$ cat src/rtl/mem_arb_pkg.sv
// rtl/mem_arb_pkg.sv - shared types for the two-master memory port arbiter
package mem_arb_pkg;

   typedef enum logic [1:0] {
      BOOT  = 2'd0,
      DRAIN = 2'd1,
      RUN   = 2'd2
   } arb_state_e;

   typedef logic master_id_t;

   localparam master_id_t M_CPU    = 1'b0;
   localparam master_id_t M_LOADER = 1'b1;

   typedef struct packed {
      logic       valid;
      master_id_t id;
   } rd_tag_t;

endpackage

$ cat src/rtl/mem_arb_tag_pipe.sv
// rtl/mem_arb_tag_pipe.sv - read-owner tag delay line aligned to memory read data
module mem_arb_tag_pipe
   import mem_arb_pkg::*;
#(
   parameter int DEPTH = 2
) (
   input  logic clk,
   input  logic reset,
   input  logic i_valid,
   input  logic i_id,
   output logic o_valid,
   output logic o_id,
   output logic o_empty
);

   rd_tag_t r_stage [DEPTH];
   logic    w_pending;

   always_ff @(posedge clk) begin
      if (reset) begin
         for (int i = 0; i < DEPTH; i++) r_stage[i] <= '0;
      end else begin
         r_stage[0] <= '{valid: i_valid, id: i_id};
         for (int i = 1; i < DEPTH; i++) r_stage[i] <= r_stage[i-1];
      end
   end

   // The last stage is returning this cycle, so only earlier stages count as outstanding.
   always_comb begin
      w_pending = 1'b0;
      for (int i = 0; i < DEPTH - 1; i++) w_pending = w_pending | r_stage[i].valid;
   end

   assign o_valid = r_stage[DEPTH-1].valid;
   assign o_id    = r_stage[DEPTH-1].id;
   assign o_empty = ~w_pending;

endmodule

$ cat src/rtl/mem_port_arbiter.sv
// rtl/mem_port_arbiter.sv - boot-gated round-robin arbiter for one synchronous memory port
module mem_port_arbiter
   import mem_arb_pkg::*;
#(
   parameter int ADDR_WIDTH   = 12,
   parameter int DATA_WIDTH   = 16,
   parameter int READ_LATENCY = 1
) (
   input  logic                  clk,
   input  logic                  reset,
   input  logic                  m0_req,
   input  logic                  m0_we,
   input  logic [ADDR_WIDTH-1:0] m0_addr,
   input  logic [DATA_WIDTH-1:0] m0_wdata,
   output logic                  m0_gnt,
   output logic                  m0_rvalid,
   output logic [DATA_WIDTH-1:0] m0_rdata,
   input  logic                  m1_req,
   input  logic                  m1_we,
   input  logic [ADDR_WIDTH-1:0] m1_addr,
   input  logic [DATA_WIDTH-1:0] m1_wdata,
   output logic                  m1_gnt,
   output logic                  m1_rvalid,
   output logic [DATA_WIDTH-1:0] m1_rdata,
   input  logic                  boot_done,
   output logic                  cpu_hold,
   output logic                  mem_en,
   output logic                  mem_rd_en,
   output logic                  mem_wr_en,
   output logic [ADDR_WIDTH-1:0] mem_addr,
   output logic [DATA_WIDTH-1:0] mem_din,
   input  logic [DATA_WIDTH-1:0] mem_dout
);

   arb_state_e            r_state;
   arb_state_e            w_next_state;
   master_id_t            r_last_grant;
   logic                  r_cpu_hold;
   logic                  w_gnt0;
   logic                  w_gnt1;
   logic                  w_any;
   master_id_t            w_sel_id;
   logic                  w_sel_we;
   logic [ADDR_WIDTH-1:0] w_sel_addr;
   logic [DATA_WIDTH-1:0] w_sel_wdata;
   logic                  r_mem_en;
   logic                  r_mem_rd_en;
   logic                  r_mem_wr_en;
   logic [ADDR_WIDTH-1:0] r_mem_addr;
   logic [DATA_WIDTH-1:0] r_mem_din;
   logic                  w_ret_valid;
   logic                  w_ret_id;
   logic                  w_tags_empty;

   always_ff @(posedge clk) begin
      if (reset) begin
         r_state      <= BOOT;
         r_cpu_hold   <= 1'b1;
         r_last_grant <= M_LOADER;
      end else begin
         r_state    <= w_next_state;
         r_cpu_hold <= (w_next_state != RUN);
         if (w_any) r_last_grant <= w_sel_id;
      end
   end

   always_comb begin
      w_next_state = r_state;
      case (r_state)
         BOOT:    if (boot_done) w_next_state = DRAIN;
         DRAIN:   if (w_tags_empty) w_next_state = RUN;
         default: w_next_state = RUN;
      endcase
   end

   // On contention the master that did not win last time goes first.
   always_comb begin
      w_gnt0 = 1'b0;
      w_gnt1 = 1'b0;
      case (r_state)
         BOOT: w_gnt1 = m1_req;
         RUN: begin
            if (m0_req && m1_req) begin
               w_gnt0 = (r_last_grant == M_LOADER);
               w_gnt1 = (r_last_grant == M_CPU);
            end else begin
               w_gnt0 = m0_req;
               w_gnt1 = m1_req;
            end
         end
         default: begin
            w_gnt0 = 1'b0;
            w_gnt1 = 1'b0;
         end
      endcase
   end

   assign w_any       = w_gnt0 | w_gnt1;
   assign w_sel_id    = w_gnt1 ? M_LOADER : M_CPU;
   assign w_sel_we    = w_gnt1 ? m1_we    : m0_we;
   assign w_sel_addr  = w_gnt1 ? m1_addr  : m0_addr;
   assign w_sel_wdata = w_gnt1 ? m1_wdata : m0_wdata;

   always_ff @(posedge clk) begin
      if (reset) begin
         r_mem_en    <= 1'b0;
         r_mem_rd_en <= 1'b0;
         r_mem_wr_en <= 1'b0;
         r_mem_addr  <= '0;
         r_mem_din   <= '0;
      end else begin
         r_mem_en    <= w_any;
         r_mem_rd_en <= w_any & ~w_sel_we;
         r_mem_wr_en <= w_any & w_sel_we;
         if (w_any) begin
            r_mem_addr <= w_sel_addr;
            r_mem_din  <= w_sel_wdata;
         end
      end
   end

   // One extra stage covers the registered command cycle ahead of the memory latency.
   mem_arb_tag_pipe #(
      .DEPTH (READ_LATENCY + 1)
   ) u_tag_pipe (
      .clk     (clk),
      .reset   (reset),
      .i_valid (w_any & ~w_sel_we),
      .i_id    (w_sel_id),
      .o_valid (w_ret_valid),
      .o_id    (w_ret_id),
      .o_empty (w_tags_empty)
   );

   assign m0_gnt    = w_gnt0;
   assign m1_gnt    = w_gnt1;
   assign m0_rvalid = w_ret_valid & (w_ret_id == M_CPU);
   assign m1_rvalid = w_ret_valid & (w_ret_id == M_LOADER);
   assign m0_rdata  = mem_dout;
   assign m1_rdata  = mem_dout;
   assign cpu_hold  = r_cpu_hold;
   assign mem_en    = r_mem_en;
   assign mem_rd_en = r_mem_rd_en;
   assign mem_wr_en = r_mem_wr_en;
   assign mem_addr  = r_mem_addr;
   assign mem_din   = r_mem_din;

endmodule
$ cat config.mk
export PLATFORM = sky130hd
export DESIGN_NAME = mem_port_arbiter
export DESIGN_NICKNAME = d
export VERILOG_FILES = /design/src/rtl/mem_arb_pkg.sv /design/src/rtl/mem_arb_tag_pipe.sv /design/src/rtl/mem_port_arbiter.sv
export SDC_FILE = /design/constraint.sdc
export NUM_CORES = 1
export LEC_CHECK = 0
export CORE_MARGIN = 1.5
export CORE_UTILIZATION = 30
export DETAILED_ROUTE_END_ITERATION = 16
export PLACE_DENSITY = 0.7
export SLEW_MARGIN = 20
export SYNTH_ARGS = -nofsm -noshare
export SYNTH_HDL_FRONTEND = slang
export SYNTH_SLANG_ARGS = --single-unit
export TNS_END_PERCENT = 30
$ cat constraint.sdc
create_clock -name clk -period 1.2 [get_ports clk]
set_input_delay 0.18 -clock clk [delete_from_list [all_inputs] [get_ports clk]]
set_output_delay 0.18 -clock clk [all_outputs]
set_load 0.05 [all_outputs]
==> results.md <==
- Outcome: complete, but fails checks
- Failing checks: negative setup slack
- Post-DRT Antenna Nets: 0
- DR pass1 iterations: 4
- Synth unique cells: 32
- Synth Area per Inst: 9.85 um^2
- Synthesized Nets: approximately 320
- Source of the critical timing path: r_state[0]
- Register area: 768 um^2
- Fin area: 4300 um^2
- Ratio of cells with drive above 1 in the final layout: 40.1%
- CP max FO: 4
- Leakage: 1.54 nW
- Sequential share of the synthesized area: about 32%
- Die ar.: approximately 8400 um^2
- Measured slew at the worst slew-check pin: 333 ps
- Fmax: 0.673 GHz
- Stages on the worst setup path: 4
- Gr ovfl total: 0
- Critical Path Most Common Cell: buf_6
- Clock skew: 1.91 ps
- Clk root buf: clkbuf_8
- Initial drt markers: 92
- Total I/O pin count: 147
- Die Wd: between 90 and 100 um
- Final critical-path required period: 1490 ps
- Fillers: 675
- Worst skew pair latency: 280 ps
- Final net count: around 400
- Cell Rows: 32
- Multi-input logic area: 1430 um^2
- Req. time, crit path: 1020 ps
- Endpoints failing hold: 0
- DRC: 0
- Area Overhead vs Synth: 81.9%
- Peak VDD IR: roughly 0.42 mV
- FF-to-FF Start: r_state[1]
- Inserted Clock Buffers: 5
- Routability Congestion: 0.728
- #FFs+latches synth: 38
- Fin crit share: 124%
- Via count: 2,294
- CTS H-Tree Depth: 2
- Critical-path top delay cell: dfxtp_4
- Die Y-Extent: a little over 90 um
- Final Max Slew Viols: 0
- Max-cap violations: 0
- Vias in the first global route: roughly 2,300
- Cell area power density: around 1000 nW/um^2
- Worst path max stage delay: 360 ps
- Drt total wl: 7.45 mm
- Core footprint: 7690 um^2
- Critical Path Sink: m0_gnt
- Cell count after synthesis: 240
- Unrepaired setup endpoints after global routing: true
- Buffers & Inverters on Critical Path: 2
- Critical Path Sink Type: output pin
- Reg2Reg Depth: 5
- Hold bufs inserted after CTS: 0
- Final worst slack: -286 ps
- Clk buf depth: 2
- Vias/cell: between 5 and 6
- Area after DPL: approximately 3700 um^2
- CP Launch Type: flip-flop
- CTS Sinks: 38
- Initial Utilization: roughly 30%
- Hold path cells: 0
- Critical-path cell list: buf_6 -> nand3b_1 -> a21oi_4 -> buf_6
- Largest net degree at the start of global routing: 25
- Crit path max-delay family: flip-flops
- Critical R2R Capture: mem_addr[11]
- Yosys warnings: 0
- PortBufs: 98
- R2r setup slk: -220 ps
- N_diodes: 0
- HP Class: in -> out
- CTS tree: done
- HPWL Detailed: 5.14 mm
- Overall fraction of global-route tracks in use: 17.4%
- Critical path data arrival time: roughly 1300 ps
- First-pass GRT wire length: 11.8 mm
- Synthesized area: 2360 um^2
- Clock slew at reported path FFs: ~70 ps
- Total power: ~4.3 mW
- Final setup fails: 34
- Rel. slew slack: 77.5%
- Initial antenna violation count: 0
- Per-cell routed wire length: 17.3 um
- Setup Crit Path Kind: reg -> out
## kinds of logic (layout without fill, tap and decap cells)
logic type,count (synthesis),after routing,synth area share [%]
mux,1,1,0.423
buf+inv,65,154,18.9
flops,38,38,32.2
simple gates,74,74,22.6
compound gates,62,62,25.8
## state kept, by name, summed over array words and instances (netlist names)
name	count
mem_addr	12
u_tag_pipe.r_stage	4
cpu_hold	1
r_state	2
mem_wr_en	1
mem_en	1
mem_din	16
r_last_grant	1
## what timing repair did
item                       in CTS  in global routing
setup endpoints to repair      34                 35
gates resized for setup        65                 23
setup buffers                   5                  2
cloned                          2                  3
pin swaps                       3                 17
## cells in the final DEF, fill, tap and decap left out, types with 2 or more instances in the layout
cell type / instances
a2111oi_1: 4
a2111oi_2: 18
a2111oi_4: 6
a21oi_4: 2
a221o_1: 28
buf_12: 42
buf_4: 20
buf_6: 15
buf_8: 2
clkbuf_16: 3
clkbuf_8: 6
clkdlybuf4s50_1: 59
dfxtp_1: 36
dfxtp_4: 2
dlygate4sd2_1: 2
inv_1: 2
nand2_1: 2
nand2b_1: 26
nand2b_4: 2
nand3b_1: 2
nor2_1: 2
nor2b_1: 2
nor4b_1: 25
nor4b_2: 3
## per-stage QoR
step / setup slack, ps / utilization, % / cells / TNS, ps / hold WS [ps]
final: -286 / 55.9 / 431 / -6070 / 360
after global routing: -324 / 55.9 / 431 / -7710 / 360
after CTS: -315 / 53.0 / 426 / -5530 / 361
after detailed placement: -673 / 48.2 / 411 / -18860 / 361
after global placement: -560 / 48.2 / 411 / -17190 / 361
after floorplan: -103 / - / 240 / -1940 / 372
## report_power, final
part / internal, mW / leakage (nW) / switching [mW] / total (mW)
logic: 1.01 / 1.18 / 0.882 / 1.90
registers: 1.37 / 0.314 / 0.124 / 1.50
clock network: 0.464 / 0.0482 / 0.436 / 0.900
total: 2.85 / 1.54 / 1.44 / 4.30
## worst min-delay path by stage
stage	start	to	slack, ps
6_report	mem_dout[1]	m0_rdata[1]	360
5_1_grt	mem_dout[8]	m0_rdata[8]	360
4_1_cts	mem_dout[11]	m1_rdata[11]	360
3_5_place_dp	mem_dout[11]	m1_rdata[11]	360
3_3_place_gp	mem_dout[11]	m1_rdata[11]	360
2_1_floorplan	boot_done	r_state[0]	370
## cell type report
type	count	area share (%)
Clock buffer	7	2.01
Clock inverter	1	0.116
Inverter	2	0.175
Multi-Input combinational cell	137	33.2
Sequential cell	38	17.9
Tap cell	102	2.97
Timing Repair Buffer	144	43.7
## layer usage
| metal | track usage (%) | vias to the layer above | wire length (um) |
|---|---|---|---|
| met1 | 21.5 | 1126 | 3100 |
| met5 | 0 | - | 0 |
| met3 | 3.90 | 11 | 442 |
| met2 | 30.1 | 77 | 3790 |
| met4 | 5.26 | 0 | 111 |
| li1 | - | 1080 | - |
## cells in the mapped netlist
library cell | count | share of area, %
nand2_1 | 2 | 0.32
nand2b_1 | 28 | 7.4
buf_2 | 13 | 2.8
inv_1 | 2 | 0.32
a21oi_1 | 2 | 0.42
a2111oi_1 | 3 | 1.3
a221o_1 | 28 | 12
and3_1 | 1 | 0.26
nand3b_1 | 2 | 0.63
a21boi_1 | 1 | 0.32
nor2_1 | 2 | 0.32
a2111oi_2 | 6 | 3.8
nor4b_1 | 28 | 10
nor2b_1 | 3 | 0.79
nor2b_2 | 1 | 0.37
nor3_2 | 1 | 0.42
buf_6 | 6 | 2.9
o21a_1 | 1 | 0.32
nor3_1 | 1 | 0.21
nor3b_1 | 1 | 0.32
a2111oi_0 | 19 | 7.0
or2_1 | 1 | 0.26
clkbuf_1 | 9 | 1.4
dfxtp_1 | 38 | 32
mux2i_1 | 1 | 0.42
nand3_2 | 1 | 0.42
buf_4 | 32 | 10
buf_1 | 1 | 0.16
o21ba_1 | 1 | 0.42
buf_8 | 2 | 1.3
and2_1 | 2 | 0.53
a21oi_2 | 1 | 0.37
(Power assumes the default switching activity.)
